===== config.mk =====
export PLATFORM = sky130hd
export DESIGN_NAME = pixel_stream_tx
export DESIGN_NICKNAME = d
export VERILOG_FILES = /design/src/rtl/pixel_stream_pkg.sv /design/src/rtl/stream_skid_buf.sv /design/src/rtl/pixel_stream_tx.sv
export SDC_FILE = /design/constraint.sdc
export NUM_CORES = 1
export LEC_CHECK = 0
export BUFFER_PORTS_ARGS = -buffer_cell sky130_fd_sc_hd__buf_4
export CELL_PAD_IN_SITES_DETAIL_PLACEMENT = 1
export CELL_PAD_IN_SITES_GLOBAL_PLACEMENT = 1
export CORE_ASPECT_RATIO = 0.7
export CORE_MARGIN = 4
export CORE_UTILIZATION = 25
export CTS_CLUSTER_SIZE = 24
export DETAILED_ROUTE_END_ITERATION = 10
export GPL_TIMING_DRIVEN = 1
export PLACE_DENSITY = 0.63
export REMOVE_ABC_BUFFERS = 1
export SYNTH_ARGS = -nofsm -noshare
export SYNTH_HDL_FRONTEND = slang
export SYNTH_SLANG_ARGS = --single-unit

===== constraint.sdc =====
create_clock -name CLOCK_50 -period 5.9 [get_ports CLOCK_50]
set_input_delay 1.18 -clock CLOCK_50 [delete_from_list [all_inputs] [get_ports CLOCK_50]]
set_output_delay 1.18 -clock CLOCK_50 [all_outputs]
set_load 0.02 [all_outputs]

===== src/rtl/pixel_stream_pkg.sv =====
// Shared types and constants for the pixel byte streaming transmitter.
// Output words carry the byte value in [31:24] and its index in [23:0].
package pixel_stream_pkg;

  typedef enum logic [1:0] {IDLE, TOKEN, STREAM, DONE} state_t;

  localparam int VALUE_MSB = 31;
  localparam int VALUE_LSB = 24;
  localparam int INDEX_MSB = 23;

  localparam logic [7:0] WHITE = 8'hFF;

  // The frame-reset word: a white value tagged with the consumer's reset index.
  function automatic logic [31:0] token_word(input logic [31:0] token_idx);
    token_word = {WHITE, token_idx[INDEX_MSB:0]};
  endfunction

endpackage


===== src/rtl/stream_skid_buf.sv =====
// Two-entry buffer (output register plus one skid entry) for 32-bit stream words.
// count reports occupancy so the upstream reader can run on credit.
module stream_skid_buf #(
  parameter int W = 32
) (
  input  logic         CLOCK_50,
  input  logic         reset_n,
  input  logic         in_valid,
  input  logic [W-1:0] in_data,
  output logic         in_ready,
  output logic         out_valid,
  output logic [W-1:0] out_data,
  input  logic         out_ready,
  output logic [1:0]   count
);

  // Handshake: a word moves across a port when valid && ready are both high at
  // a rising edge; valid never depends on ready, and a presented word holds
  // stable until it moves.
  logic         skid_valid;
  logic [W-1:0] skid_data;
  logic         push;
  logic         pop;

  assign in_ready = !skid_valid || out_ready;
  assign push     = in_valid && in_ready;
  assign pop      = out_valid && out_ready;
  assign count    = {1'b0, out_valid} + {1'b0, skid_valid};

  always_ff @(posedge CLOCK_50) begin
    if (!reset_n) begin
      out_valid  <= 1'b0;
      out_data   <= '0;
      skid_valid <= 1'b0;
      skid_data  <= '0;
    end else if (!out_valid || pop) begin
      if (skid_valid) begin
        out_data   <= skid_data;
        out_valid  <= 1'b1;
        skid_valid <= push;
        if (push) skid_data <= in_data;
      end else begin
        out_valid <= push;
        if (push) out_data <= in_data;
      end
    end else if (push) begin
      skid_valid <= 1'b1;
      skid_data  <= in_data;
    end
  end

endmodule


===== src/rtl/pixel_stream_tx.sv =====
// Streams a stored image byte-by-byte as {value, index} words, preceded by one
// frame-reset token, reading from a synchronous memory port on credit.
module pixel_stream_tx
  import pixel_stream_pkg::*;
#(
  parameter int WIDTH       = 100,
  parameter int HEIGHT      = 100,
  parameter int RESET_TOKEN = 99999,
  parameter int ADDR_W      = 15
) (
  input  logic              CLOCK_50,
  input  logic              reset_n,
  input  logic              start,
  output logic              busy,
  output logic              done,
  output logic [ADDR_W-1:0] mem_addr,
  output logic              mem_rd_en,
  input  logic [7:0]        mem_rdata,
  output logic              wr_en,
  input  logic              sink_ready,
  output logic [31:0]       hex_value_index,
  output logic [1:0]        fsm_state
);

  localparam int N = 3 * WIDTH * HEIGHT;
  localparam logic [ADDR_W-1:0] LAST_ADDR = ADDR_W'(N - 1);
  localparam logic [INDEX_MSB:0] LAST_IDX = 24'(N - 1);

  if (N - 1 >= RESET_TOKEN) begin : g_bad_token
    $error("pixel_stream_tx: byte indices would reach RESET_TOKEN");
  end
  if (ADDR_W > 24 || (longint'(1) << ADDR_W) < longint'(N)) begin : g_bad_addr_w
    $error("pixel_stream_tx: ADDR_W cannot address the frame or exceeds the index field");
  end

  state_t            state;
  logic [ADDR_W-1:0] rd_addr;
  logic              rd_done;
  logic              rd_pend;
  logic [ADDR_W-1:0] rd_pend_addr;
  logic              issue;
  logic              xfer;
  logic [2:0]        credit_sum;
  logic              buf_in_ready;
  logic              buf_valid;
  logic [31:0]       buf_data;
  logic [1:0]        buf_count;

  stream_skid_buf #(.W(32)) u_buf (
    .CLOCK_50  (CLOCK_50),
    .reset_n   (reset_n),
    .in_valid  (rd_pend),
    .in_data   ({mem_rdata, 24'(rd_pend_addr)}),
    .in_ready  (buf_in_ready),
    .out_valid (buf_valid),
    .out_data  (buf_data),
    .out_ready (state == STREAM && sink_ready),
    .count     (buf_count)
  );

  assign xfer       = buf_valid && state == STREAM && sink_ready;
  assign credit_sum = {1'b0, buf_count} + {2'b00, rd_pend} - {2'b00, xfer};

  // Address 0 is requested in the start-accept cycle so byte 0 is already in
  // the buffer when the token is taken; buf_in_ready is implied by the credit.
  assign issue = reset_n &&
                 ((state == IDLE && start) ||
                  ((state == TOKEN || state == STREAM) && !rd_done &&
                   buf_in_ready && credit_sum < 3'd2));

  assign mem_rd_en = issue;
  assign mem_addr  = rd_addr;

  always_ff @(posedge CLOCK_50) begin
    if (!reset_n) begin
      state        <= IDLE;
      rd_addr      <= '0;
      rd_done      <= 1'b0;
      rd_pend      <= 1'b0;
      rd_pend_addr <= '0;
    end else begin
      rd_pend <= issue;
      if (issue) begin
        rd_pend_addr <= rd_addr;
        if (rd_addr == LAST_ADDR) rd_done <= 1'b1;
        else rd_addr <= rd_addr + 1'b1;
      end
      case (state)
        IDLE:    if (start) state <= TOKEN;
        TOKEN:   if (sink_ready) state <= STREAM;
        STREAM:  if (xfer && buf_data[INDEX_MSB:0] == LAST_IDX) state <= DONE;
        DONE: begin
          state   <= IDLE;
          rd_addr <= '0;
          rd_done <= 1'b0;
        end
        default: state <= IDLE;
      endcase
    end
  end

  assign busy      = (state == TOKEN) || (state == STREAM);
  assign done      = (state == DONE);
  assign wr_en     = (state == TOKEN) || (state == STREAM && buf_valid);
  assign fsm_state = state;

  always_comb begin
    hex_value_index = '0;
    if (state == TOKEN) hex_value_index = token_word(32'(RESET_TOKEN));
    else if (state == STREAM && buf_valid) hex_value_index = buf_data;
  end

endmodule


==> reports/qor.log <==
qor: status.outcome complete, no violations
qor: drt.drt_first_iter_violations 99
qor: placed_design.dp_hpwl 7.47 mm
qor: drt.detailroute.via_count 3272
qor: floorplanning.std_cell_rows 37
qor: power_and_ir_drop.p_leak 1.87 nW
qor: floorplanning.initial_core_utilization 25.5%
qor: sta.final_period_minus_worst_setup_slack 4120 ps
qor: global_routing.gr_usage_total 12.1%
qor: layout.drive_above_1_share 17.9%
qor: sta.rsz0062_at_grt false
qor: sta.max_clock_freq 242 MHz
qor: power_and_ir_drop.power.density_cell_area 451 nW/µm²
qor: clocking.tritoncts built
qor: floorplanning.core 14700 µm²
qor: global_routing.maximum_number_of_pins_on_one_net_before_global_route_repair 62
qor: clocking.ctsHoldBuffers 0
qor: power_and_ir_drop.total_power 2.10 mW
qor: floorplanning.area_enclosed_by_the_die_boundary 17100 µm²
qor: sta.worstMarginPinSlew 880 ps
qor: drt.drc_errors 0
qor: clocking.clkSlewWorstSetupHoldPaths 60 ps
qor: drt.ant_nets 0
qor: sta.final.setup.worst_slack 1780 ps
qor: global_routing.globalRoute.totalOverflow 0
qor: floorplanning.io_pins 65
qor: drt.viasPerCell 4.77
qor: sta.post-route-period-util 69.9%
qor: setup_path.worstSetupStartpointType primary input
qor: logic_synthesis.yosys.cell_types.count 41
qor: sta.hold_viol 0
qor: setup_path.critPathSlowestCell sky130_fd_sc_hd__o31a_1
qor: clocking.clkLatencyLatePin 340 ps
qor: job.drv.max_cap_violation_count 0
qor: clocking.resized_cells_post_cts 0
qor: layout.total_inserted_antenna_cells 0
qor: drt.drt_pre_antenna_iters 4
qor: layout.nFillCells 1719
qor: setup_path.ordered_cell_list_for_the_critical_path buf_4 > nand3_1 > inv_1 > ha_1 > inv_1 > ha_1 > a21oi_2 > xnor2_1 > o31a_1 > nor2_1 > buf_4
qor: placed_design.io_buffer_count 57
qor: floorplanning.dieWidth 155 µm
qor: floorplanning.die_height 111 µm
qor: layout.fin_area 4640 µm²
qor: logic_synthesis.post_synth_inst_count 443
qor: logic_synthesis.ys_seq_area_share 43.7%
qor: sta.finClkSkew 7.51 ps
qor: sta.timing.max_slew.rel_slack 41.3%
qor: sta.setup_viol_count_final 0
qor: clocking.clockRootBuffer sky130_fd_sc_hd__clkbuf_16
qor: setup_path.cp_slowest_stage_delay 340 ps
qor: placed_design.detailed_place.area 4340 µm²
qor: placed_design.post_place_setup_slack 1780 ps
qor: layout.finish.net_count 505
qor: setup_path.cp.arrival 2940 ps
qor: drt.routed_wire_length_per_instance 15.1 µm
qor: setup_path.worstPathRequired 4720 ps
qor: logic_synthesis.yosysWarnings 0
qor: global_routing.grt_pass1_wl 17.0 mm
qor: global_routing.via_count_of_the_first_global_routing_pass 3318
qor: clocking.cts_setup_buffers 0
qor: global_routing.grt_antenna_before_repair 0
qor: logic_synthesis.avgSynthCellArea 8.48 µm²
qor: setup_path.critPathCaptureType output pin
qor: logic_synthesis.synth_enable_flop_cells 0
qor: placed_design.routabilityCongestion 0.742
qor: clocking.max-clock-path-buffers 2
qor: power_and_ir_drop.max-vdd-ir-drop 168 µV
qor: drt.routed_wirelength 10.4 mm
qor: layout.mostFrequentLayoutCell sky130_fd_sc_hd__nor2_1
qor: clocking.numCtsBuffers 9
qor: clocking.cts_htree_levels 3
qor: setup_path.timing.setup.critical_path_class primary input to output pin
qor: hold_path.min_path_type flop to flop
qor: layout.area_growth_syn_to_layout 23.6%
qor: logic_synthesis.syn-cell-area 3760 µm²
qor: logic_synthesis.postSynth.topFlopCell sky130_fd_sc_hd__dfxtp_1
qor: sta.totalNegativeSetupSlack 0 ps
qor: layout.commonest_non_fill_non_tap_cells_in_the_layout 91 x sky130_fd_sc_hd__nor2_1, 82 x sky130_fd_sc_hd__dfxtp_1, 64 x sky130_fd_sc_hd__buf_4
qor: logic_synthesis.synth.ff_latch_count 82
qor: sta.final_max_slew_viol_count 0
qor: layout.core_utilization_of_the_finished_layout 31.5%
qor: setup_path.worstPathMaxFanout 5
qor: logic_synthesis.synth-async-reset-ratio 0%
qor: clocking.clock_sink_count 82
## critical path: cells and delay by family
family | cells | cell delay [ps]
xor+xnor | 1 | 110
compound gates | 2 | 480
buf+inv | 4 | 390
simple gates | 2 | 250
fa+ha+maj | 2 | 540
## per-layer routing
metal,track usage (%),up-vias,part of all wire [%]
li1,-,1619,-
met3,3.45,12,3.7
met5,0,-,0
met1,16.3,1602,50
met2,18.9,39,45
met4,3.53,0,1.3
## path summary, 6_finish.rpt
kind	start	slack, ps	end	depth (start not counted)
hold / removal	rd_done	460	rd_done	2
setup / recovery	sink_ready	1780	mem_rd_en	11
hold reg to reg	rd_done	460	rd_done	2
setup reg to reg	fsm_state[0]	2650	mem_addr[6]	13
## cell type report
| class | instances | area [µm²] | share of cell area [%] |
|---|---|---|---|
| Clock buffer | 13 | 260 | 5.60 |
| Clock inverter | 3 | 47.5 | 1.02 |
| Sequential cell | 82 | 1640 | 35.3 |
| Timing Repair Buffer | 64 | 480 | 10.3 |
| Multi-Input combinational cell | 319 | 1930 | 41.6 |
| Inverter | 10 | 37.5 | 0.808 |
| Tap cell | 195 | 244 | 5.25 |
## sequential cells by signal, indices dropped and copies added (netlist names)
signal            cells
fsm_state             2
u_buf.skid_data      23
rd_pend_addr         15
u_buf.out_valid       1
rd_done               1
u_buf.skid_valid      1
mem_addr             15
u_buf.out_data       23
rd_pend               1
## metrics by stage
step | hold WS, ps | std cells
finish | 465 | 686
global route | 492 | 686
CTS | 470 | 686
detailed placement | 454 | 670
global placement | 455 | 670
floorplan | 428 | 411
## logic make-up (layout without fill, tap and decap cells)
logic type	count (synthesis)	count (layout)	synth area share, %
compound gates	83	83	14.4
simple gates	175	175	21.2
buf+inv	48	90	5.73
flops	82	82	43.7
mux	46	46	12.3
other cells	1	7	0.0998
fa+ha+maj	7	7	2.33
xor+xnor	1	1	0.233
## power by group
part / total, mW / internal [mW] / switching [mW] / leakage [nW]
registers: 0.725 / 0.648 / 0.0770 / 0.666
clock network: 0.578 / 0.353 / 0.225 / 0.150
logic: 0.793 / 0.278 / 0.515 / 1.06
## synthesized netlist by cell type (2+ instances only)
master	number	area [µm²]
sky130_fd_sc_hd__or4_1	9	67.6
sky130_fd_sc_hd__o41ai_1	2	17.5
sky130_fd_sc_hd__or3_1	2	12.5
sky130_fd_sc_hd__nor2_1	91	342
sky130_fd_sc_hd__inv_1	10	37.5
sky130_fd_sc_hd__nand2b_1	4	25.0
sky130_fd_sc_hd__and2_1	8	50.1
sky130_fd_sc_hd__or2_2	2	12.5
sky130_fd_sc_hd__clkbuf_1	20	75.1
sky130_fd_sc_hd__nand2_1	38	143
sky130_fd_sc_hd__a211oi_1	23	173
sky130_fd_sc_hd__o21ai_0	6	30.0
sky130_fd_sc_hd__o31ai_1	9	67.6
sky130_fd_sc_hd__buf_4	8	60.1
sky130_fd_sc_hd__dfxtp_1	82	1640
sky130_fd_sc_hd__buf_2	4	20.0
sky130_fd_sc_hd__nand4_1	6	37.5
sky130_fd_sc_hd__nand3_1	10	50.1
sky130_fd_sc_hd__ha_1	7	87.6
sky130_fd_sc_hd__a21oi_1	31	155
sky130_fd_sc_hd__mux2i_1	46	460
sky130_fd_sc_hd__buf_1	6	22.5
Note: power is estimated with default switching activity, not from simulation.
